$ cat src/rtl/display_scheduler.sv
// Round-robin scheduler that shares a three-digit seven-segment display among four
// 8-bit sources, converting each snapshot to BCD with a serial double-dabble engine.

module display_scheduler #(
    parameter int DWELL = 50_000_000
) (
    input  logic        clk,
    input  logic        rst,
    input  logic [3:0]  src_valid,
    input  logic [31:0] src_data,
    input  logic        hold,
    output logic [6:0]  hex0,
    output logic [6:0]  hex1,
    output logic [6:0]  hex2,
    output logic [6:0]  hex3,
    output logic [1:0]  cur_src,
    output logic        busy
);

    localparam int DW = $clog2(DWELL + 1);
    localparam logic [DW-1:0] DWELL_LAST = DW'(DWELL - 1);
    localparam logic [6:0] SEG_BLANK = 7'b1111111;

    typedef enum logic [1:0] {
        S_IDLE    = 2'd0,
        S_SELECT  = 2'd1,
        S_CONVERT = 2'd2,
        S_SHOW    = 2'd3
    } state_t;

    state_t          state_r;
    state_t          state_s;
    logic [1:0]      cur_src_r;
    logic [7:0]      bin_r;
    logic [11:0]     bcd_r;
    logic [2:0]      bit_cnt_r;
    logic [DW-1:0]   dwell_r;
    logic [6:0]      hex0_r;
    logic [6:0]      hex1_r;
    logic [6:0]      hex2_r;
    logic [6:0]      hex3_r;
    logic            busy_r;

    logic [1:0]      pick_s;
    logic            pick_ok_s;
    logic [11:0]     bcd_adj_s;
    logic [11:0]     bcd_shift_s;
    logic [7:0]      bin_shift_s;

    function automatic logic [6:0] seg7(input logic [3:0] digit);
        logic [6:0] seg;
        case (digit)
            4'd0:    seg = 7'b1000000;
            4'd1:    seg = 7'b1111001;
            4'd2:    seg = 7'b0100100;
            4'd3:    seg = 7'b0110000;
            4'd4:    seg = 7'b0011001;
            4'd5:    seg = 7'b0010010;
            4'd6:    seg = 7'b0000010;
            4'd7:    seg = 7'b1111000;
            4'd8:    seg = 7'b0000000;
            4'd9:    seg = 7'b0010000;
            default: seg = 7'b1111111;
        endcase
        return seg;
    endfunction

    function automatic logic [3:0] add3(input logic [3:0] nib);
        return (nib >= 4'd5) ? (nib + 4'd3) : nib;
    endfunction

    // Source pick: keep the current one under hold, else search cur+1 .. cur+4.
    always_comb begin
        pick_s    = cur_src_r;
        pick_ok_s = 1'b0;
        if (hold && src_valid[cur_src_r]) begin
            pick_s    = cur_src_r;
            pick_ok_s = 1'b1;
        end else begin
            for (int k = 1; k <= 4; k++) begin
                if (!pick_ok_s && src_valid[cur_src_r + 2'(k)]) begin
                    pick_s    = cur_src_r + 2'(k);
                    pick_ok_s = 1'b1;
                end else begin
                    pick_s    = pick_s;
                    pick_ok_s = pick_ok_s;
                end
            end
        end
    end

    // One double-dabble step: correct every nibble, then shift {bcd, bin} left.
    always_comb begin
        bcd_adj_s   = {add3(bcd_r[11:8]), add3(bcd_r[7:4]), add3(bcd_r[3:0])};
        bcd_shift_s = {bcd_adj_s[10:0], bin_r[7]};
        bin_shift_s = {bin_r[6:0], 1'b0};
    end

    // Next-state logic.
    always_comb begin
        state_s = state_r;
        case (state_r)
            S_IDLE: begin
                if (|src_valid) state_s = S_SELECT;
                else            state_s = S_IDLE;
            end
            S_SELECT: begin
                if (pick_ok_s) state_s = S_CONVERT;
                else           state_s = S_IDLE;
            end
            S_CONVERT: begin
                if (bit_cnt_r == 3'd7) state_s = S_SHOW;
                else                   state_s = S_CONVERT;
            end
            S_SHOW: begin
                if (dwell_r == DWELL_LAST) state_s = S_SELECT;
                else                       state_s = S_SHOW;
            end
            default: state_s = S_IDLE;
        endcase
    end

    // State register.
    always_ff @(posedge clk) begin
        if (rst) state_r <= S_IDLE;
        else     state_r <= state_s;
    end

    // Datapath: snapshot, serial conversion, dwell timing and registered display.
    always_ff @(posedge clk) begin
        if (rst) begin
            cur_src_r <= 2'd3;
            bin_r     <= 8'd0;
            bcd_r     <= 12'd0;
            bit_cnt_r <= 3'd0;
            dwell_r   <= '0;
            hex0_r    <= SEG_BLANK;
            hex1_r    <= SEG_BLANK;
            hex2_r    <= SEG_BLANK;
            hex3_r    <= SEG_BLANK;
            busy_r    <= 1'b0;
        end else begin
            busy_r <= (state_s == S_CONVERT);
            case (state_r)
                S_IDLE: begin
                    dwell_r <= '0;
                end
                S_SELECT: begin
                    if (pick_ok_s) begin
                        cur_src_r <= pick_s;
                        bin_r     <= src_data[{pick_s, 3'b000} +: 8];
                        bcd_r     <= 12'd0;
                        bit_cnt_r <= 3'd0;
                    end else begin
                        hex0_r <= SEG_BLANK;
                        hex1_r <= SEG_BLANK;
                        hex2_r <= SEG_BLANK;
                        hex3_r <= SEG_BLANK;
                    end
                end
                S_CONVERT: begin
                    bcd_r     <= bcd_shift_s;
                    bin_r     <= bin_shift_s;
                    bit_cnt_r <= bit_cnt_r + 3'd1;
                    if (bit_cnt_r == 3'd7) begin
                        hex0_r  <= seg7(bcd_shift_s[3:0]);
                        hex1_r  <= seg7(bcd_shift_s[7:4]);
                        hex2_r  <= seg7(bcd_shift_s[11:8]);
                        hex3_r  <= seg7({2'b00, cur_src_r});
                        dwell_r <= '0;
                    end else begin
                        dwell_r <= dwell_r;
                    end
                end
                S_SHOW: begin
                    if (dwell_r == DWELL_LAST) dwell_r <= '0;
                    else                       dwell_r <= dwell_r + DW'(1);
                end
                default: begin
                    dwell_r <= '0;
                end
            endcase
        end
    end

    assign hex0    = hex0_r;
    assign hex1    = hex1_r;
    assign hex2    = hex2_r;
    assign hex3    = hex3_r;
    assign cur_src = cur_src_r;
    assign busy    = busy_r;

    display_scheduler_checker u_checker (
        .clk   (clk),
        .rst   (rst),
        .state (state_r),
        .busy  (busy_r),
        .bcd   (bcd_r)
    );

endmodule

// Invariants of the scheduler: busy tracks CONVERT, BCD nibbles stay decimal.
module display_scheduler_checker (
    input logic        clk,
    input logic        rst,
    input logic [1:0]  state,
    input logic        busy,
    input logic [11:0] bcd
);

    localparam logic [1:0] ENC_CONVERT = 2'd2;

    a_busy_is_convert: assert property (@(posedge clk) disable iff (rst)
        busy == (state == ENC_CONVERT));

    a_bcd_decimal: assert property (@(posedge clk) disable iff (rst)
        (state == ENC_CONVERT) |-> ((bcd[3:0] <= 4'd9) && (bcd[7:4] <= 4'd9) && (bcd[11:8] <= 4'd9)));

endmodule

$ cat config.mk
export PLATFORM = sky130hd
export DESIGN_NAME = display_scheduler
export DESIGN_NICKNAME = d
export VERILOG_FILES = /design/src/rtl/display_scheduler.sv
export SDC_FILE = /design/constraint.sdc
export NUM_CORES = 1
export LEC_CHECK = 0
export ABC_AREA = 1
export BUFFER_PORTS_ARGS = -buffer_cell sky130_fd_sc_hd__buf_2
export CELL_PAD_IN_SITES_DETAIL_PLACEMENT = 2
export CELL_PAD_IN_SITES_GLOBAL_PLACEMENT = 2
export CORE_MARGIN = 2
export CORE_UTILIZATION = 35
export DETAILED_ROUTE_END_ITERATION = 12
export HOLD_SLACK_MARGIN = 0.12
export PLACE_DENSITY = 0.84
export SYNTH_ARGS = -nofsm -noshare
export SYNTH_HDL_FRONTEND = slang
export SYNTH_SLANG_ARGS = --single-unit
$ cat constraint.sdc
create_clock -name clk -period 3.65 [get_ports clk]
set_input_delay 0.1825 -clock clk [delete_from_list [all_inputs] [get_ports clk]]
set_output_delay 0.1825 -clock clk [all_outputs]
set_load 0.1 [all_outputs]
==> impl_metrics.yaml, run 1 <==
outcome:
  status: "finished clean"
die:
  chipWidth_um: 121
  ios: 70
  start_util_pct: 36.1
  std_cell_rows: 42
  die_area_um2: 14700
  core-area_um2: 13300
  chipHeight_um: 121
timing:
  fmax_ghz: 0.385
  rsz0062_at_grt: "no"
  period_share_pct: 71.1
  slew_headroom_pct: 46.3
  maxSlewViolCount: 0
  final_hold_viol_count: 0
  setup-tns-final_ps: 0
  finalClockSkew_ps: 6.92
  setup_viol: 0
  worst_slew_pin_slew_ps: 805
  fin_ws_ps: 1050
  final.min_clock_period_ps: 2600
  fin_hold_ws_ps: 218
hold_path:
  hp-class: "in2reg"
  min_to: "bin_r[6]"
  hold_depth: 5
  hold_start: "src_data[14]"
final_layout:
  nets: 806
  layout.cells.non_filler: 930
  n_fill_cell: 1608
  synthToLayoutAreaGrowth_pct: 16.9
  final_common_cell: "nand2_1"
  multi_input_area_um2: 2760
  seq_area_um2: 1620
  layout_common_cells: "nand2_1, dfxtp_1, inv_1"
  antenna_cells: 0
  drive_above_1_share_pct: 20.2
logic_synthesis:
  syn_inst: 686
  synth_ff_type: "dfxtp_1"
  syn_area_per_cell_um2: 7.00
  synth_edf_count: 0
  ys.warnings.count: 0
  synth_seq_area_share_pct: 33.8
  synth.distinct_cells: 46
  synth_seq_cells: 81
  synthArstFlopShare_pct: 0
  syn_nets: 743
  syn_area_um2: 4800
global_routing:
  overflow: 0
  grt_pass1_vias: 5328
  grt_max_degree: 33
  antenna_found_initial: 0
  grt_pass1_wl_um: 26100
  grt_util_all_layers_pct: 22.1
placement:
  dp_hpwl_um: 11500
  place.gp.congestion: 0.824
  port_buffers: 69
  pre_cts_ws_ps: 1090
  dp.cells: 914
clock_network:
  post_cts_buffers: 0
  cts_buffer_depth: 2
  clk_pin_slew_ps: 60
  tritoncts: "yes"
  clock-sinks: 81
  clockRootBuffer: "clkbuf_16"
  htreeDepth: 3
  cts_resized: 0
  clk_latency_ps: 340
  hold_buffers: 0
  cts_made_buffers: 9
drt:
  drt_iter0_markers: 183
  ant_nets: 0
  dr_total_vias: 4851
  drc: 0
  dr.pass1.iters: 4
  wl_per_cell_um: 16.6
  route.final.wire_length_um: 15500
  vias_per_cell: 5.22
setup_path:
  endpoint_kind: "register"
  worstPathArrival_ps: 2820
  cp_max_fo: 23
  cp.required_ps: 3880
  r2r-end: "hex2[6]"
  startpoint_type: "register"
  rrSetupSlack_ps: 1050
  path_class: "reg2reg"
  reg2reg_from: "state_r[1]"
  timing.critical_path.from: "state_r[1]"
  reg2reg_depth: 8
pwr:
  fin_total_pwr_uw: 2880
  irDropWorstVdd_mv: 0.337
  cellPowerDensity_nw_per_um2: 513
  p_leak_uw: 0.00237
flow_run:
  maxCapViolCount: 0
[worst max path at each step]
stage | endpoint | slack, ps | depth (start not counted)
global placement | bin_r[0] | 1240 | 14
global route | hex2[6] | 880 | 8
finish | hex2[6] | 1050 | 8
detailed placement | bin_r[1] | 1090 | 13
floorplan | bin_r[0] | 780 | 15
CTS | hex2[6] | 1040 | 8
[metrics by stage]
step	cell area [µm²]	util, %
after floorplan	4800	-
after global placement	5280	39.7
after detailed placement	5280	39.7
after CTS	5610	42.2
after global routing	5610	42.2
final	5610	42.2
[cells in the mapped netlist (2+ instances only)]
| cell type | instances | area share [%] |
|---|---|---|
| nor2_2 | 3 | 0.39 |
| nand3_1 | 55 | 5.7 |
| nand4_1 | 9 | 1.2 |
| a21oi_1 | 48 | 5.0 |
| nand3_2 | 18 | 3.8 |
| nor4_1 | 3 | 0.39 |
| a211oi_1 | 4 | 0.63 |
| nor3_1 | 12 | 1.3 |
| o31ai_1 | 2 | 0.31 |
| o21ai_1 | 9 | 0.94 |
| nor3b_1 | 4 | 0.63 |
| inv_2 | 2 | 0.16 |
| nand2_4 | 2 | 0.47 |
| o21ai_0 | 30 | 3.1 |
| buf_4 | 3 | 0.47 |
| o211ai_1 | 2 | 0.31 |
| xor2_1 | 13 | 2.4 |
| clkbuf_1 | 9 | 0.70 |
| ha_1 | 18 | 4.7 |
| inv_1 | 70 | 5.5 |
| nor2_1 | 56 | 4.4 |
| a22oi_1 | 3 | 0.47 |
| nand2_2 | 21 | 2.7 |
| a21oi_2 | 9 | 1.6 |
| dfxtp_1 | 81 | 34 |
| o21ai_2 | 2 | 0.36 |
| buf_2 | 7 | 0.73 |
| and3_1 | 2 | 0.26 |
| o22ai_1 | 11 | 1.4 |
| nand2_1 | 161 | 13 |
| buf_6 | 2 | 0.47 |
[registers in the layout, indices dropped and copies added (netlist names)]
| signal | flops |
|---|---|
| bcd_r | 12 |
| bin_r | 8 |
| bit_cnt_r | 3 |
| busy | 1 |
| cur_src | 2 |
| dwell_r | 26 |
| hex0 | 7 |
| hex1 | 7 |
| hex2 | 7 |
| hex3 | 6 |
| state_r | 2 |
[worst max-delay path, stage by stage (launching register included)]
cell     delay (ps)
dfxtp_1         370
inv_1            90
ha_1            280
nand2_1         280
nand3_1         170
inv_1           630
nand3_1         340
o22ai_1         240
nand2_1          80
[metal layers]
| layer | up-vias | global-route usage, % | routed length [µm] |
|---|---|---|---|
| met5 | - | 0 | 0 |
| met4 | 0 | 7.04 | 239 |
| met3 | 15 | 2.16 | 347 |
| met2 | 70 | 40.8 | 7990 |
| met1 | 2378 | 26.7 | 6880 |
| li1 | 2388 | - | - |
[layout make-up]
| class | count | share of cell area [%] |
|---|---|---|
| Multi-Input combinational cell | 508 | 49.1 |
| Sequential cell | 81 | 28.9 |
| Timing Repair Buffer | 75 | 6.96 |
| Inverter | 74 | 5.08 |
| Clock buffer | 11 | 4.15 |
| Tap cell | 176 | 3.92 |
| Clock inverter | 5 | 1.85 |
[power by group]
group	switching [µW]	internal (µW)	total, µW
clock	377	669	1050
sequential	38.9	930	969
combinational	643	221	864
total	1060	1820	2880
[cell families (layout without fill, tap and decap cells)]
group | Yosys count | after routing | synth area share (%)
buffers and inverters | 97 | 165 | 8.81
and+or+nand+nor | 350 | 350 | 35.0
adders and majority gates | 18 | 18 | 4.69
AOI/OAI and AO/OA | 126 | 126 | 15.2
xor gates and xnor gates | 14 | 14 | 2.55
DFF | 81 | 81 | 33.8
(Power assumes the default switching activity.)
==> run 2, diff against run 1 <==
ABC_AREA = 0   (was 1)
CORE_UTILIZATION = 34   (was 35)
PLACE_DENSITY = 0.78   (was 0.84)
clock period = 2.4 ns   (was 3.65 ns; I/O delays follow)
==> run 2 against run 1 <==
  * The run now ends with negative setup slack left
  * Global-route usage rose by 9.3 points
  * Clock power is 50% higher
  * Clock skew is 5.3 ps higher
  * Clock-buffer cell count up 1
  * Area after synthesis is 4.2% lower
  * Wire length up 71%
  * Non-clock buffer count rose by 75
  * Largest cell class unchanged
==> impl_metrics.yaml, run 2 <==
outcome:
  status: "finished with violations"
  violations: "negative setup slack"
logic_synthesis:
  synth_top_area_cell: "dfxtp_1"
  syn_area_per_cell_um2: 8.35
  yosysMostFrequentCell: "dfxtp_1"
  ys_top_cells_by_count: "dfxtp_1, nor2_1, a21oi_1"
  synth_seq_cells: 81
  syn_inst: 551
  synth_top_area_share_pct: 35.3
  synthArstFlopShare_pct: 0
  synth_edf_count: 0
  synth_ff_type: "dfxtp_1"
  syn_area_um2: 4600
  ys.warnings.count: 0
  synth_seq_area_share_pct: 35.3
  synth.distinct_cells: 57
  syn_nets: 608
  ys_top_cells_by_area: "dfxtp_1, nor2_1, a21oi_1"
flow_run:
  maxCapViolCount: 0
pwr:
  p_leak_uw: 0.00273
  fin_total_pwr_uw: 6670
  irDropWorstVdd_mv: 0.757
  cellPowerDensity_nw_per_um2: 974
die:
  ios: 70
  std_cell_rows: 42
  die_area_um2: 14500
  start_util_pct: 34.7
  chipHeight_um: 120
  core-area_um2: 13200
  chipWidth_um: 120
clock_network:
  hold_buffers: 0
  cts_made_buffers: 9
  tritoncts: "yes"
  htreeDepth: 3
  cts_buffer_depth: 2
  clock-sinks: 81
  clk_pin_slew_ps: 70
  clockRootBuffer: "clkbuf_16"
  clk_latency_ps: 360
final_layout:
  nets: 741
  layout_common_cells: "dfxtp_1, buf_2, nor2_1"
  utilization_pct: 51.7
  stdcell_area_um2: 6850
  synthToLayoutAreaGrowth_pct: 49.0
  regMostFlops: "dwell_r"
  final_common_cell: "dfxtp_1"
  top_regs: "dwell_r: 26 flops, bcd_r: 12 flops, bin_r: 8 flops"
  drive_above_1_share_pct: 40.8
  largest_reg_flops: 26
  antenna_cells: 0
  n_fill_cell: 1392
hold_path:
  hp-class: "in2reg"
  hold_depth: 4
  min_to: "bin_r[0]"
  hold_start: "src_data[8]"
drt:
  ant_nets: 0
  wl_per_cell_um: 30.5
  dr.pass1.iters: 5
  vias_per_cell: 6.18
  drc: 0
  route.final.wire_length_um: 26400
  dr_total_vias: 5343
  drt_iter0_markers: 449
setup_path:
  cp_max_fo: 5
  worstPathArrival_ps: 3420
  reg2reg_from: "cur_src[0]"
  path_class: "reg2reg"
  r2r-end: "hex1[6]"
  cp.required_ps: 2630
  rrSetupSlack_ps: -790
  reg2reg_depth: 11
  endpoint_kind: "register"
  startpoint_type: "register"
timing:
  final_hold_viol_count: 0
  slew_headroom_pct: 29.4
  finalClockSkew_ps: 12.2
  worst_slew_pin_slew_ps: 1060
  setup_viol: 57
  fmax_ghz: 0.313
  maxSlewViolCount: 0
  fin_ws_ps: -794
  final.min_clock_period_ps: 3190
  rsz0062_at_grt: "yes"
  period_share_pct: 133
placement:
  place.gp.congestion: 0.827
  dp_hpwl_um: 11300
  postPlaceCellArea_um2: 5570
  pre_cts_ws_ps: -414
  port_buffers: 69
global_routing:
  grt_use_met1_pct: 35.5
  grt.busiest_layer: "met2"
  antenna_found_initial: 0
  grt_pass1_wl_um: 34200
  grt_util_all_layers_pct: 31.4
  grt_max_degree: 43
  overflow: 0
  use_met2_pct: 58.0
  grt_pass1_vias: 5691
  grt_use_met3_pct: 5.52
-- run 2: kinds of logic after synthesis --
kind of cell,synth area share [%]
AO/OA/AOI/OAI,18.5
XOR/XNOR,5.69
buffers and inverters,4.03
AND/OR/NAND/NOR,22.2
multiplexers,9.47
flip-flops,35.3
adder cells (fa/ha/maj),4.90
-- run 2: layout make-up --
cell class / count / area, µm² / area share, %
multi-input combinational: 427 / 3400 / 49.7
inverter: 15 / 60.1 / 0.876
timing repair buffer: 150 / 1210 / 17.7
tap: 176 / 220 / 3.21
clock buffer: 12 / 267 / 3.89
sequential: 81 / 1640 / 23.9
clock inverter: 4 / 48.8 / 0.712
-- run 2: per-stage QoR --
step                cells  TNS [ps]  hold WS (ps)
finish                865    -34750           252
global route          865    -37860           327
CTS                   854    -13420           255
detailed placement    816    -10720           456
global placement      816     -7420           442
floorplan             551    -30240           388
-- run 2: what timing repair did --
item | in CTS | in global routing
gates resized for setup | 40 | 107
cloned | 6 | 0
endpoints found under the setup margin | 53 | 67
buffers inserted | 16 | 14
pin swaps | 8 | 41
-- run 2: report_power, final --
part           internal (µW)  switching (µW)
clock network            894             679
logic                   1580            1970
registers               1440             104
total                   3920            2750
-- run 2: metal layers --
layer,vias to the layer above,part of all wire (%)
met4,0,6.8
met2,283,50
met1,2704,37
li1,2238,-
met5,-,0
met3,118,5.8
-- run 2: how the worst max path moves through the flow --
stage | from | end | slack (ps) | cells past startpoint
2_1_floorplan | cur_src[0] | bin_r[5] | -730 | 11
3_3_place_gp | cur_src[0] | bin_r[4] | -310 | 10
3_5_place_dp | cur_src[0] | bin_r[6] | -410 | 10
4_1_cts | cur_src[0] | bin_r[6] | -430 | 11
5_1_grt | cur_src[0] | hex1[6] | -850 | 11
6_report | cur_src[0] | hex1[6] | -790 | 11
-- run 2: critical path, stage by stage, from the launching register on --
cell and delay [ps]:
dfxtp_4 370, clkinvlp_4 110, ha_4 300, mux4_2 590
o41ai_4 540, buf_4 210, nand2_4 60, or2_4 310
buf_12 160, buf_16 140, nor3_4 110, o21bai_1 140
